==> src/rtl/rst_seq_pkg.sv <==
// Purpose: shared state encoding and parameter helpers for the reset sequencer.
// Latency: n/a (types and constant functions only).
// Backpressure: n/a.
package rst_seq_pkg;

  // Sequencer phases: wait for the synchronised release, step through the
  // outputs, idle with everything released, or hold everything for a soft reset.
  typedef enum logic [1:0] {
    SYNC_WAIT = 2'd0,
    RELEASE   = 2'd1,
    DONE      = 2'd2,
    SW_ASSERT = 2'd3
  } rst_seq_state_e;

  // Larger of two integers, used to size the shared delay counter.
  function automatic int max_int(input int a, input int b);
    return (a > b) ? a : b;
  endfunction

endpackage

==> src/rtl/rst_sync.sv <==
// Purpose: reset synchroniser; asserts asynchronously, deasserts on clk.
// Latency: rst_sync rises SYNC_STAGES posedges after arst_n rises.
// Backpressure: none; free-running chain.
module rst_sync #(
  parameter int SYNC_STAGES = 2
) (
  input  logic clk,
  input  logic arst_n,
  output logic rst_sync
);

  // A chain shorter than two flops gives no metastability protection.
  if (SYNC_STAGES < 2) begin : g_bad_stages
    $error("rst_sync: SYNC_STAGES must be >= 2");
  end

  logic [SYNC_STAGES-1:0] chain_q;

  // Shift a constant 1 in from the low end; async clear drops the whole chain.
  always_ff @(posedge clk or negedge arst_n) begin
    if (!arst_n) begin
      chain_q <= '0;
    end else begin
      chain_q <= {chain_q[SYNC_STAGES-2:0], 1'b1};
    end
  end

  assign rst_sync = chain_q[SYNC_STAGES-1];

endmodule

==> src/rtl/rst_seq_ctrl.sv <==
// Purpose: sequenced release of NUM_OUT reset domains plus handshaked soft reset.
// Latency: bit i released SYNC_STAGES+1+(i+1)*STAGE_DLY edges after arst_n rises.
// Backpressure: sw_rst_req is held pending until DONE, then acked with a 1-cycle pulse.
module rst_seq_ctrl
  import rst_seq_pkg::*;
#(
  parameter int SYNC_STAGES = 2,
  parameter int NUM_OUT     = 3,
  parameter int STAGE_DLY   = 16,
  parameter int SW_RST_LEN  = 8
) (
  input  logic               clk,
  input  logic               arst_n,
  input  logic               sw_rst_req,
  output logic               sw_rst_ack,
  output logic [NUM_OUT-1:0] rst_out_n,
  output logic               rst_done
);

  // Reject parameter sets that would make the counters or sequence meaningless.
  if (SYNC_STAGES < 2) begin : g_bad_sync
    $error("rst_seq_ctrl: SYNC_STAGES must be >= 2");
  end
  if (NUM_OUT < 1) begin : g_bad_num
    $error("rst_seq_ctrl: NUM_OUT must be >= 1");
  end
  if (STAGE_DLY < 1) begin : g_bad_dly
    $error("rst_seq_ctrl: STAGE_DLY must be >= 1");
  end
  if (SW_RST_LEN < 1) begin : g_bad_len
    $error("rst_seq_ctrl: SW_RST_LEN must be >= 1");
  end

  // One counter serves both the inter-stage gap and the soft-reset hold, so it
  // is sized for the longer of the two; idx must be able to hold NUM_OUT.
  localparam int CNT_W = $clog2(max_int(STAGE_DLY, SW_RST_LEN) + 1);
  localparam int IDX_W = $clog2(NUM_OUT + 1);

  localparam logic [CNT_W-1:0] STG_LAST = CNT_W'(STAGE_DLY - 1);
  localparam logic [CNT_W-1:0] SW_LAST  = CNT_W'(SW_RST_LEN - 1);
  localparam logic [IDX_W-1:0] IDX_LAST = IDX_W'(NUM_OUT - 1);

  logic sync_rel;

  rst_seq_state_e     state_q,     state_d;
  logic [CNT_W-1:0]   cnt_q,       cnt_d;
  logic [IDX_W-1:0]   idx_q,       idx_d;
  logic [NUM_OUT-1:0] rst_out_q,   rst_out_d;
  logic               done_q,      done_d;
  logic               ack_q,       ack_d;

  rst_sync #(
    .SYNC_STAGES (SYNC_STAGES)
  ) u_rst_sync (
    .clk      (clk),
    .arst_n   (arst_n),
    .rst_sync (sync_rel)
  );

  // Next-state and next-output logic; every registered output is computed here
  // so that the ports come straight from flops and cannot glitch.
  always_comb begin
    state_d   = state_q;
    cnt_d     = cnt_q;
    idx_d     = idx_q;
    rst_out_d = rst_out_q;
    done_d    = done_q;
    ack_d     = 1'b0;

    unique case (state_q)
      SYNC_WAIT: begin
        if (sync_rel) begin
          state_d = RELEASE;
          cnt_d   = '0;
          idx_d   = '0;
        end
      end

      RELEASE: begin
        if (cnt_q == STG_LAST) begin
          // Release exactly the bit selected by idx; lower bits are already
          // high, higher bits stay low, so the release order is preserved.
          for (int i = 0; i < NUM_OUT; i++) begin
            if (idx_q == IDX_W'(i)) begin
              rst_out_d[i] = 1'b1;
            end
          end
          cnt_d = '0;
          idx_d = idx_q + IDX_W'(1);
          if (idx_q == IDX_LAST) begin
            state_d = DONE;
            done_d  = 1'b1;
          end
        end else begin
          cnt_d = cnt_q + CNT_W'(1);
        end
      end

      DONE: begin
        // A request raised earlier is still high here, so it is taken now.
        if (sw_rst_req) begin
          state_d   = SW_ASSERT;
          rst_out_d = '0;
          done_d    = 1'b0;
          ack_d     = 1'b1;
          cnt_d     = '0;
        end
      end

      SW_ASSERT: begin
        if (cnt_q == SW_LAST) begin
          state_d = RELEASE;
          cnt_d   = '0;
          idx_d   = '0;
        end else begin
          cnt_d = cnt_q + CNT_W'(1);
        end
      end

      default: begin
        state_d = SYNC_WAIT;
      end
    endcase
  end

  // State, counters and output flops; arst_n clears them all immediately.
  always_ff @(posedge clk or negedge arst_n) begin
    if (!arst_n) begin
      state_q   <= SYNC_WAIT;
      cnt_q     <= '0;
      idx_q     <= '0;
      rst_out_q <= '0;
      done_q    <= 1'b0;
      ack_q     <= 1'b0;
    end else begin
      state_q   <= state_d;
      cnt_q     <= cnt_d;
      idx_q     <= idx_d;
      rst_out_q <= rst_out_d;
      done_q    <= done_d;
      ack_q     <= ack_d;
    end
  end

  assign rst_out_n  = rst_out_q;
  assign rst_done   = done_q;
  assign sw_rst_ack = ack_q;

endmodule

==> config.mk <==
export PLATFORM = sky130hd
export DESIGN_NAME = rst_seq_ctrl
export DESIGN_NICKNAME = d
export VERILOG_FILES = /design/src/rtl/rst_seq_pkg.sv /design/src/rtl/rst_sync.sv /design/src/rtl/rst_seq_ctrl.sv
export SDC_FILE = /design/constraint.sdc
export NUM_CORES = 1
export LEC_CHECK = 0
export CAP_MARGIN = 20
export CELL_PAD_IN_SITES_DETAIL_PLACEMENT = 1
export CELL_PAD_IN_SITES_GLOBAL_PLACEMENT = 1
export CORE_MARGIN = 2
export CORE_UTILIZATION = 40
export DETAILED_ROUTE_END_ITERATION = 10
export PLACE_DENSITY_LB_ADDON = 0.12
export RECOVER_POWER = 25
export SETUP_SLACK_MARGIN = 0.02
export SLEW_MARGIN = 0
export SYNTH_ARGS = -nofsm -noshare
export SYNTH_HDL_FRONTEND = slang
export SYNTH_SLANG_ARGS = --single-unit
==> constraint.sdc <==
create_clock -name clk -period 2 [get_ports clk]
set_clock_uncertainty 0.15 [all_clocks]
set_input_delay 0.4 -clock clk [delete_from_list [all_inputs] [get_ports clk]]
set_output_delay 0.4 -clock clk [all_outputs]
set_load 0.05 [all_outputs]
### Word level (Yosys, flattened, before mapping)

Cells that the tools add are included.

| storage, ports and cells | value |
|---|---|
| RAM bits | 0 |
| memories kept | 0 |
| bits of input ports | 3 |
| word-level logic and storage cells | 61 |
| output and inout port bits | 5 |
| latch bits | 0 |
| register bits | 16 |
| bits in read-only memories | 0 |

| operators by class | value |
|---|---|
| add/sub/neg operators | 2 |
| order comparisons | 0 |
| bitwise gates (word level) | 0 |
| div/mod/pow operators | 0 |
| equal/unequal tests | 14 |
| multiplexer cells | 26 |
| shift operators | 0 |
| reduce and logical (&&, ||, !) cells | 10 |
| multiply operators | 0 |

Operators by type and width:

| kind | number |
|---|---|
| $mux W5 | 4 |
| $pmux W5 S4 | 1 |
| $mux W2 | 8 |
| $reduce_and A4 Y1 | 4 |
| $ne A2 B2 Y1 const B | 6 |
| $pmux W2 S4 | 1 |
| $mux W1 | 7 |
| $eq A2 B2 Y1 const B | 3 |
| $mux W3 | 2 |
| $pmux W2 S3 | 1 |
| $pmux W3 S2 | 1 |
| $add A5 B1 Y5 const B | 1 |
| $eq A5 B3 Y1 const B | 1 |
| $eq A5 B4 Y1 const B | 1 |
| $reduce_and A5 Y1 | 1 |
| $eq A2 B1 Y1 const B | 2 |
| $logic_not A2 Y1 | 2 |
| $reduce_bool A3 Y1 | 1 |
| $add A2 B1 Y2 const B | 1 |
| $ne A2 B1 Y1 const B | 1 |
| $pmux W1 S2 | 1 |
| $reduce_and A2 Y1 | 1 |
| $reduce_bool A2 Y1 | 1 |

### Longest topological paths before layout

Gate-level depths: netlist of run 1.

| depth | value |
|---|---|
| word-level depth | 4 |
| mapped depth | 7 |
| mapped depth without buffers | 7 |

### Modules after synthesis

From an unflattened synthesis of run 1, not the netlist that was laid out.

| second synthesis, totals | value |
|---|---|
| cell total of the unflattened synthesis | 85 |
| area, all modules | 918.4 um^2 |

By module, submodules not included:

| module | cells each | area an instance (um^2) | sequential area each (um^2) | instances |
|---|---|---|---|---|
| rst_seq_ctrl | 82 | 864.6 | 325.3 | 1 |
| rst_sync | 3 | 53.8 | 50.0 | 1 |

### Least setup slack after synthesis of run 1

No wires, ideal clock.

| path | value |
|---|---|
| path type | reg-to-reg |
| from | register cnt_q[0] |
| to | register cnt_q[4] |
| stages on the path, launching flop included | 8 |
| library setup time | 0.125 ns |
| period minus slack after synthesis | 1.807 ns |
| arrival time | 1.532 ns |
| slack | 0.193 ns |
| data required time | 1.725 ns |
| buffers on the path | 0 |
| path through | dfrtp_1 ha_1 nand3_1 inv_1 ha_1 inv_1 a32o_1 mux2_2 |

| between the ends | value |
|---|---|
| longest elaborated chain between the ends | 3 |
| elaborated cells between the ends (all ways) | 6 |
| classes of those cells | 1 x add/sub; 2 x eq/ne; 3 x mux |

Ends and longest elaborated chain:

| element | line | source |
|---|---|---|
| start: declaration | rst_seq_ctrl.sv:46 | `logic [CNT_W-1:0] cnt_q, cnt_d;` |
| start signal: assignment | rst_seq_ctrl.sv:137 | `cnt_q <= cnt_d;` |
| $add A5 B1 Y5 (tied with other cells) | rst_seq_ctrl.sv:95, rst_seq_ctrl.sv:116 |  |
| $mux W5, on equally long branches | rst_seq_ctrl.sv:111, rst_seq_ctrl.sv:80 |  |
| $pmux W5 S4 (*) | rst_seq_ctrl.sv:70 | `unique case (state_q)` |

Mark *: on every way between the ends. The rest lies on a longest branch, timed or not.
A chain may end at the register's enable or synchronous reset.

### Final worst setup path of run 1

| path | value |
|---|---|
| from | register state_q[1] |
| to | register state_q[1] |

| between the ends | value |
|---|---|
| longest elaborated chain between the ends | 3 |
| elaborated cells between the ends (all ways) | 11 |
| classes of those cells | 8 x eq/ne; 1 x mux; 2 x reduce/logical |

Ends and longest elaborated chain:

| element | line | source |
|---|---|---|
| start: declaration | rst_seq_ctrl.sv:45 | `rst_seq_state_e state_q, state_d;` |
| start signal: assignment | rst_seq_ctrl.sv:136 | `state_q <= state_d;` |
| $eq A2 B2 Y1 (tied with other cells) | rst_seq_ctrl.sv:70 |  |
| $ne A2 B2 Y1 (no line) / $ne A2 B1 Y1 (equally long branches) | n/a |  |
| $reduce_and A5 Y1 (no line) | n/a |  |

Parallel ways exist; a longest one is shown, timed or not.

==> results of run 1 <==
[power by group through the flow]
stage                     sequential, mW  combinational (mW)  clock (mW)
after floorplan                    0.312             0.00109           0
after detailed placement           0.312              0.0137           0
final                              0.306              0.0119       0.185
after global routing               0.306              0.0139       0.200
after global placement             0.312              0.0136           0
after CTS                          0.306              0.0137       0.190
[metal layers]
metal  vias up  global-route usage  part of all wire
met5         -                   0                 0
met4         0              0.0897             0.019
met3         4              0.0339             0.019
met2         8               0.317              0.49
met1       355               0.229              0.48
li1        345                   -                 -
[timing repair]
action                     in CTS  in global routing
setup buffers                   0                  2
cloned                          0                  0
setup endpoints to repair       3                  7
pin swaps                       0                  2
gates resized for setup         2                  8
[logic make-up (layout without fill, tap and decap cells)]
logic type / Yosys count / count (layout) / synth area share
other cells: 1 / 1 / 0.00392
compound gates: 21 / 21 / 0.194
flops: 15 / 15 / 0.393
simple gates: 22 / 22 / 0.152
fa+ha+maj: 11 / 11 / 0.144
mux: 5 / 5 / 0.0537
buf+inv: 14 / 31 / 0.0602
[worst min path at each step]
stage,start,cells after the start,end
detailed placement,u_rst_sync.chain_q[0]$_DFF_PN0_,0,u_rst_sync.chain_q[1]$_DFF_PN0_
CTS,arst_n,1,u_rst_sync.chain_q[0]$_DFF_PN0_
finish,arst_n,1,u_rst_sync.chain_q[0]$_DFF_PN0_
global placement,u_rst_sync.chain_q[0]$_DFF_PN0_,0,u_rst_sync.chain_q[1]$_DFF_PN0_
global route,arst_n,1,u_rst_sync.chain_q[0]$_DFF_PN0_
floorplan,arst_n,0,cnt_q[0]$_DFFE_PN0P_
[registers in the layout, summed over array words and instances (netlist names)]
name	count
cnt_q	5
idx_q	2
rst_out_n	3
state_q	2
sw_rst_ack	1
u_rst_sync.chain_q	2
[area by class of cell]
type                    count  area (µm²)  area share
multi-input cells          60         554       0.482
flip-flops and latches     15         375       0.326
repair buffers             15         114      0.0990
inverters                  12        45.0      0.0392
well taps                  28        35.0      0.0305
clock buffers               4        26.3      0.0229
[critical path, stage by stage, from the launching register on]
cell and delay, ns:
dfrtp_1 0.40, inv_1 0.07, buf_4 0.15, ha_2 0.23
a21boi_2 0.20, a2111oi_4 0.35, mux2i_1 0.23
[cells in the final DEF, fill, tap and decap left out, types with 3 or more instances in the layout]
master and instances:
inv_1 11, clkbuf_4 3, ha_1 8, buf_4 12
dfrtp_1 15, nor2b_1 3, nand2_1 4, nand3_1 3
a211o_1 3, mux2i_1 4
[per-stage QoR]
stage / area [µm²] / worst slack [ns] / utilization / std cells / power [mW]
after global placement: 1080 / 0.0743 / 0.484 / 128 / 0.325
final: 1150 / 0.148 / 0.515 / 134 / 0.503
after floorplan: 956 / 0.193 / - / 89 / 0.313
after CTS: 1110 / 0.0621 / 0.497 / 132 / 0.509
after detailed placement: 1080 / 0.00792 / 0.484 / 128 / 0.325
after global routing: 1150 / 0.0310 / 0.515 / 134 / 0.520
==> qor.txt, run 1 <==
First-pass GRT wire length: 3.71 mm
RSZ-0062 raised after global routing: no
Clk slew on worst S/H paths: 0.10 ns
Final hold viol count: 0
Startpoint class of the critical path: register
Post-Route WL: 2.09 mm
Clk_lat worst skew: 0.29 ns
Max Transition Viols Final: 0
Setup TNS Final: 0 ns
Worst R2R End: state_q[1]$_DFFE_PN0P_
Tightest Pin Transition: 0.753 ns
WHS: 0.186 ns
# port buffers: 7
Pwr Density: 437 nW/µm²
Yosys warns: 0
Reg power frac: 0.609
Post-Syn Instances: 89
Synth top cells by count: 15 x dfrtp_1, 12 x inv_1, 11 x ha_1
Die Y-Extent: 52.9 µm
Setup CP Type: register to register
Mean Syn Cell Area: 10.7 µm²
Maximum VDD drop: 0.000306 V
Drc violations: 0
Cell Int Power: 0.387 mW
Pre-antenna DRT Iters: 4
# hold bufs at CTS: 0
Routed wire length per instance: 15.6 µm
Sw frac: 0.231
Dominant cell type by area after synthesis: dfrtp_1
Remaining antenna violation count: 0
R2R depth: 6
Async set or reset register ratio after synthesis: 1.00
Net switching power: 0.116 mW
Die Wd: 52.9 µm
Max_slew headroom: 0.498
Hold Path Class: input pin to asynchronous set/reset pin
Ant. Diodes: 0
Final min period: 1.85 ns
Leak: 0.562 nW
Worst setup path startpoint: state_q[1]$_DFFE_PN0P_
Critical path endpoint: state_q[1]$_DFFE_PN0P_
Crit-path max FO: 7
Max frequency: 0.540 GHz
Core box area: 2230 µm²
Clock power share: 0.368
Post-synthesis sequential area ratio: 0.393
Worst EP required: 2.07 ns
Synthesized area: 956 µm²
Num CTS Buffers: 3
H-tree depth: 1
Top_reg_cell synth: dfrtp_1
Clock Path Buffers: 2
CTS root buffer: clkbuf_4
DP HPWL: 1.58 mm
Yosys top cell area share: 0.393
Largest net degree at the start of global routing: 14
Post-Syn Nets: 103
Fill cells: 265
Gp weighted congestion: 0.811
Worst R2R Start: state_q[1]$_DFFE_PN0P_
Layout cells sized above 1: 0.245
Die area: 2800 µm²
Synth area leaders: dfrtp_1 39%, ha_1 14%, inv_1 4.7%
TritonCTS clock tree: yes
Final setup violation count: 0
Number of synthesized flops with an enable pin: 0
Status: finished clean
DR vias: 712
Layout Nets: 121
Initial Util: 0.428
Comb power frac: 0.024
Netlist cell types: 33
Total gr overflow: 0
Antenna violations before repair: 0
Worst path arrival time: 1.92 ns
Reg2reg setup slack: 0.15 ns
Drt initial violations: 16
Synth Register Bits: 15
Crit end category: register
Count leader, synth: dfrtp_1
CTS Sinks: 15
Total track usage: 0.188
Max Cap Viol: 0
Area delta synth->final: 20.3%
Vias/cell: 5.31
Vias in the first global route: 784
Tcrit/Tclk final: 0.926
Num ports: 8
Std cell rows: 17
(Power assumes the default switching activity.)
==> run 2, diff against run 1 <==
--- a/config.mk
+++ b/config.mk
@@ -13,7 +13,8 @@
 export DETAILED_ROUTE_END_ITERATION = 10
 export PLACE_DENSITY_LB_ADDON = 0.12
 export RECOVER_POWER = 25
-export SETUP_SLACK_MARGIN = 0.02
+export SETUP_SLACK_MARGIN = 0.05
+export SKIP_CTS_REPAIR_TIMING = 1
 export SLEW_MARGIN = 0
 export SYNTH_ARGS = -nofsm -noshare
 export SYNTH_HDL_FRONTEND = slang
==> run 2 against run 1 <==
  * Sequential share of layout area down 0.42 points
  * Maximum frequency up 0.34%
  * Sequential cell count unchanged
  * Worst setup slack better by 0.0063 ns
  * Power down 0.43%
  * Final cell count up 0.75%
  * Die area unchanged
  * Clock power about the same
  * Design area up 1.3%
  * Critical path depth down 1
  * Largest cell class unchanged
  * Largest power group unchanged
==> qor.txt, run 2 (synthesis gave the netlist of run 1 again) <==
Net switching power: 0.114 mW (-1.8%)
Comb power frac: 0.024 (about the same)
Crit end category: register
Layout cells sized above 1: 0.252 (+0.00705)
Max Cap Viol: 0 (unchanged)
Total track usage: 0.185 (-0.00299)
Dpl ws: 0.00792 ns (unchanged)
Core box area: 2230 µm² (unchanged)
Tightest Pin Transition: 0.771 ns (+0.0187 ns)
Antenna violations before repair: 0 (unchanged)
Vias/cell: 5.36 (+0.93%)
Worst R2R Start: state_q[1]$_DFFE_PN0P_
Largest net degree at the start of global routing: 14 (unchanged)
Tcrit/Tclk final: 0.923 (-0.00314)
Status: finished clean
Max frequency: 0.542 GHz (+0.34%)
Vias in the first global route: 764 (-2.6%)
Total gr overflow: 0 (unchanged)
Pwr Density: 430 nW/µm² (-1.7%)
# port buffers: 7 (unchanged)
Cell Int Power: 0.387 mW (about the same)
Maximum VDD drop: 0.000270 V (-12%)
Drc violations: 0 (unchanged)
Final hold viol count: 0 (unchanged)
Most frequent cells in the layout: 15 x dfrtp_1, 13 x buf_4, 11 x inv_1
Sw frac: 0.228 (-0.00315)
Remaining antenna violation count: 0 (unchanged)
H-tree depth: 1 (unchanged)
Worst R2R End: cnt_q[3]$_DFFE_PN0P_
Crit path buf inv count: 1 (-1)
Most common cell after layout, fill and taps aside: dfrtp_1
Pre-antenna DRT Iters: 1 (-3)
Num ports: 8 (unchanged)
Final min period: 1.85 ns (-0.00628 ns)
Delay of the slowest critical-path stage: 0.43 ns (+0.03 ns)
CTS Sinks: 15 (unchanged)
Largest reg by FF count: cnt_q
Grt met1 use: 0.231 (+0.00178)
Reg power frac: 0.611 (+0.002)
Crit path cell chain: buf_4, ha_1, nor2b_1, or4_1, o211ai_2
Leak: 0.577 nW (+2.6%)
CTS root buffer: clkbuf_4
Routed wire length per instance: 15.6 µm (-0.12%)
Clk_lat worst skew: 0.29 ns (about the same)
R2R depth: 5 (-1)
Footprint of the multi-input gates: 562 µm² (+1.4%)
Drt initial violations: 0 (-16)
Clk slew on worst S/H paths: 0.10 ns (about the same)
Met2 usage: 0.304 (-0.0125)
Most Crowded Layer GR: met2
First-pass GRT wire length: 3.64 mm (-1.9%)
Startpoint class of the critical path: register
Hold Path Class: input pin to asynchronous set/reset pin
Worst EP required: 2.05 ns (-0.02 ns)
TritonCTS clock tree: yes
Num CTS Buffers: 3 (unchanged)
DP HPWL: 1.58 mm (unchanged)
Layout Nets: 122 (+0.83%)
FF+latch area: 375 µm² (unchanged)
Max_slew headroom: 0.486 (-0.0125)
Post-Route WL: 2.10 mm (+0.62%)
RSZ-0062 raised after global routing: no
Clock power share: 0.365 (-0.003)
Area delta synth->final: 21.9%
Initial Util: 0.428 (unchanged)
Std cell rows: 17 (unchanged)
Max reg flops: 5 (unchanged)
Gp weighted congestion: 0.811 (unchanged)
DR vias: 724 (+1.7%)
Top delay family on crit path: simple AND/OR/NAND/NOR gates
Die Wd: 52.9 µm (unchanged)
Power, Total: 0.500 mW (-0.43%)
Final setup violation count: 0 (unchanged)
Reg2reg setup slack: 0.15 ns (about the same)
Die area: 2800 µm² (unchanged)
Worst setup margin: 0.155 ns (+0.00628 ns)
Crit-path max FO: 6 (-1)
Grt met3 use: 0.0339 (unchanged)
Setup CP Type: register to register
Fill cells: 261 (-1.5%)
Critical Path Slowest Stage Cell: or4_1
Max Transition Viols Final: 0 (unchanged)
Die Y-Extent: 52.9 µm (unchanged)
Ant. Diodes: 0 (unchanged)
Worst path arrival time: 1.90 ns (-0.02 ns)
Clock Path Buffers: 2 (unchanged)
[run 2: cell count changes in the layout (fill, tap and decap cells not counted)]
cell      before  now
buf_4         12   13
a21boi_2       1    0
a21boi_4       0    1
[run 2: power by group through the flow]
| stage | logic (mW) | clock network (mW) | registers [mW] |
|---|---|---|---|
| after floorplan | 0.00109 | 0 | 0.312 |
| after global placement | 0.0136 | 0 | 0.312 |
| after detailed placement | 0.0137 | 0 | 0.312 |
| after CTS | 0.0137 | 0.190 | 0.306 |
| after global routing | 0.0139 | 0.197 | 0.306 |
| final | 0.0120 | 0.182 | 0.306 |
[run 2: worst max path at each step]
stage                                start                endpoint  slack (ns)  cells past startpoint
floorplan             cnt_q[0]$_DFFE_PN0P_    cnt_q[4]$_DFFE_PN0P_        0.19                      7
global placement      cnt_q[0]$_DFFE_PN0P_  state_q[1]$_DFFE_PN0P_        0.07                      7
detailed placement    cnt_q[0]$_DFFE_PN0P_    idx_q[0]$_DFFE_PN0P_       0.008                      7
CTS                   cnt_q[0]$_DFFE_PN0P_    idx_q[0]$_DFFE_PN0P_       -0.02                      7
global route          cnt_q[1]$_DFFE_PN0P_  state_q[1]$_DFFE_PN0P_        0.05                      7
finish              state_q[1]$_DFFE_PN0P_    cnt_q[3]$_DFFE_PN0P_        0.15                      5
[run 2: cell type report]
type                    count  share of cell area
clock buffers               4              0.0226
well taps                  28              0.0301
repair buffers             16               0.104
inverters                  12              0.0387
multi-input cells          60               0.482
flip-flops and latches     15               0.322
[run 2: stage by stage]
stage,setup TNS (ns),std cells,util,hold WS (ns),instance area (µm²)
2_1_floorplan,0,89,-,-0.0456,956
3_3_place_gp,0,128,0.484,0.185,1080
3_5_place_dp,0,128,0.484,0.188,1080
4_1_cts,-0.0234,132,0.496,0.114,1110
5_1_grt,0,135,0.522,0.193,1160
6_report,0,135,0.522,0.190,1160
[run 2: worst reg2reg max path: stages (launching register included)]
cell      delay [ns]
dfrtp_1         0.40
buf_4           0.14
ha_1            0.25
nor2b_1         0.23
or4_1           0.43
o211ai_2        0.16
[run 2: layer usage]
layer,share of wire,routed length (µm),up-vias
li1,-,-,351
met1,0.48,1010,365
met2,0.50,1040,6
met3,0.016,34,2
met4,0.0081,17,0
met5,0,0,-
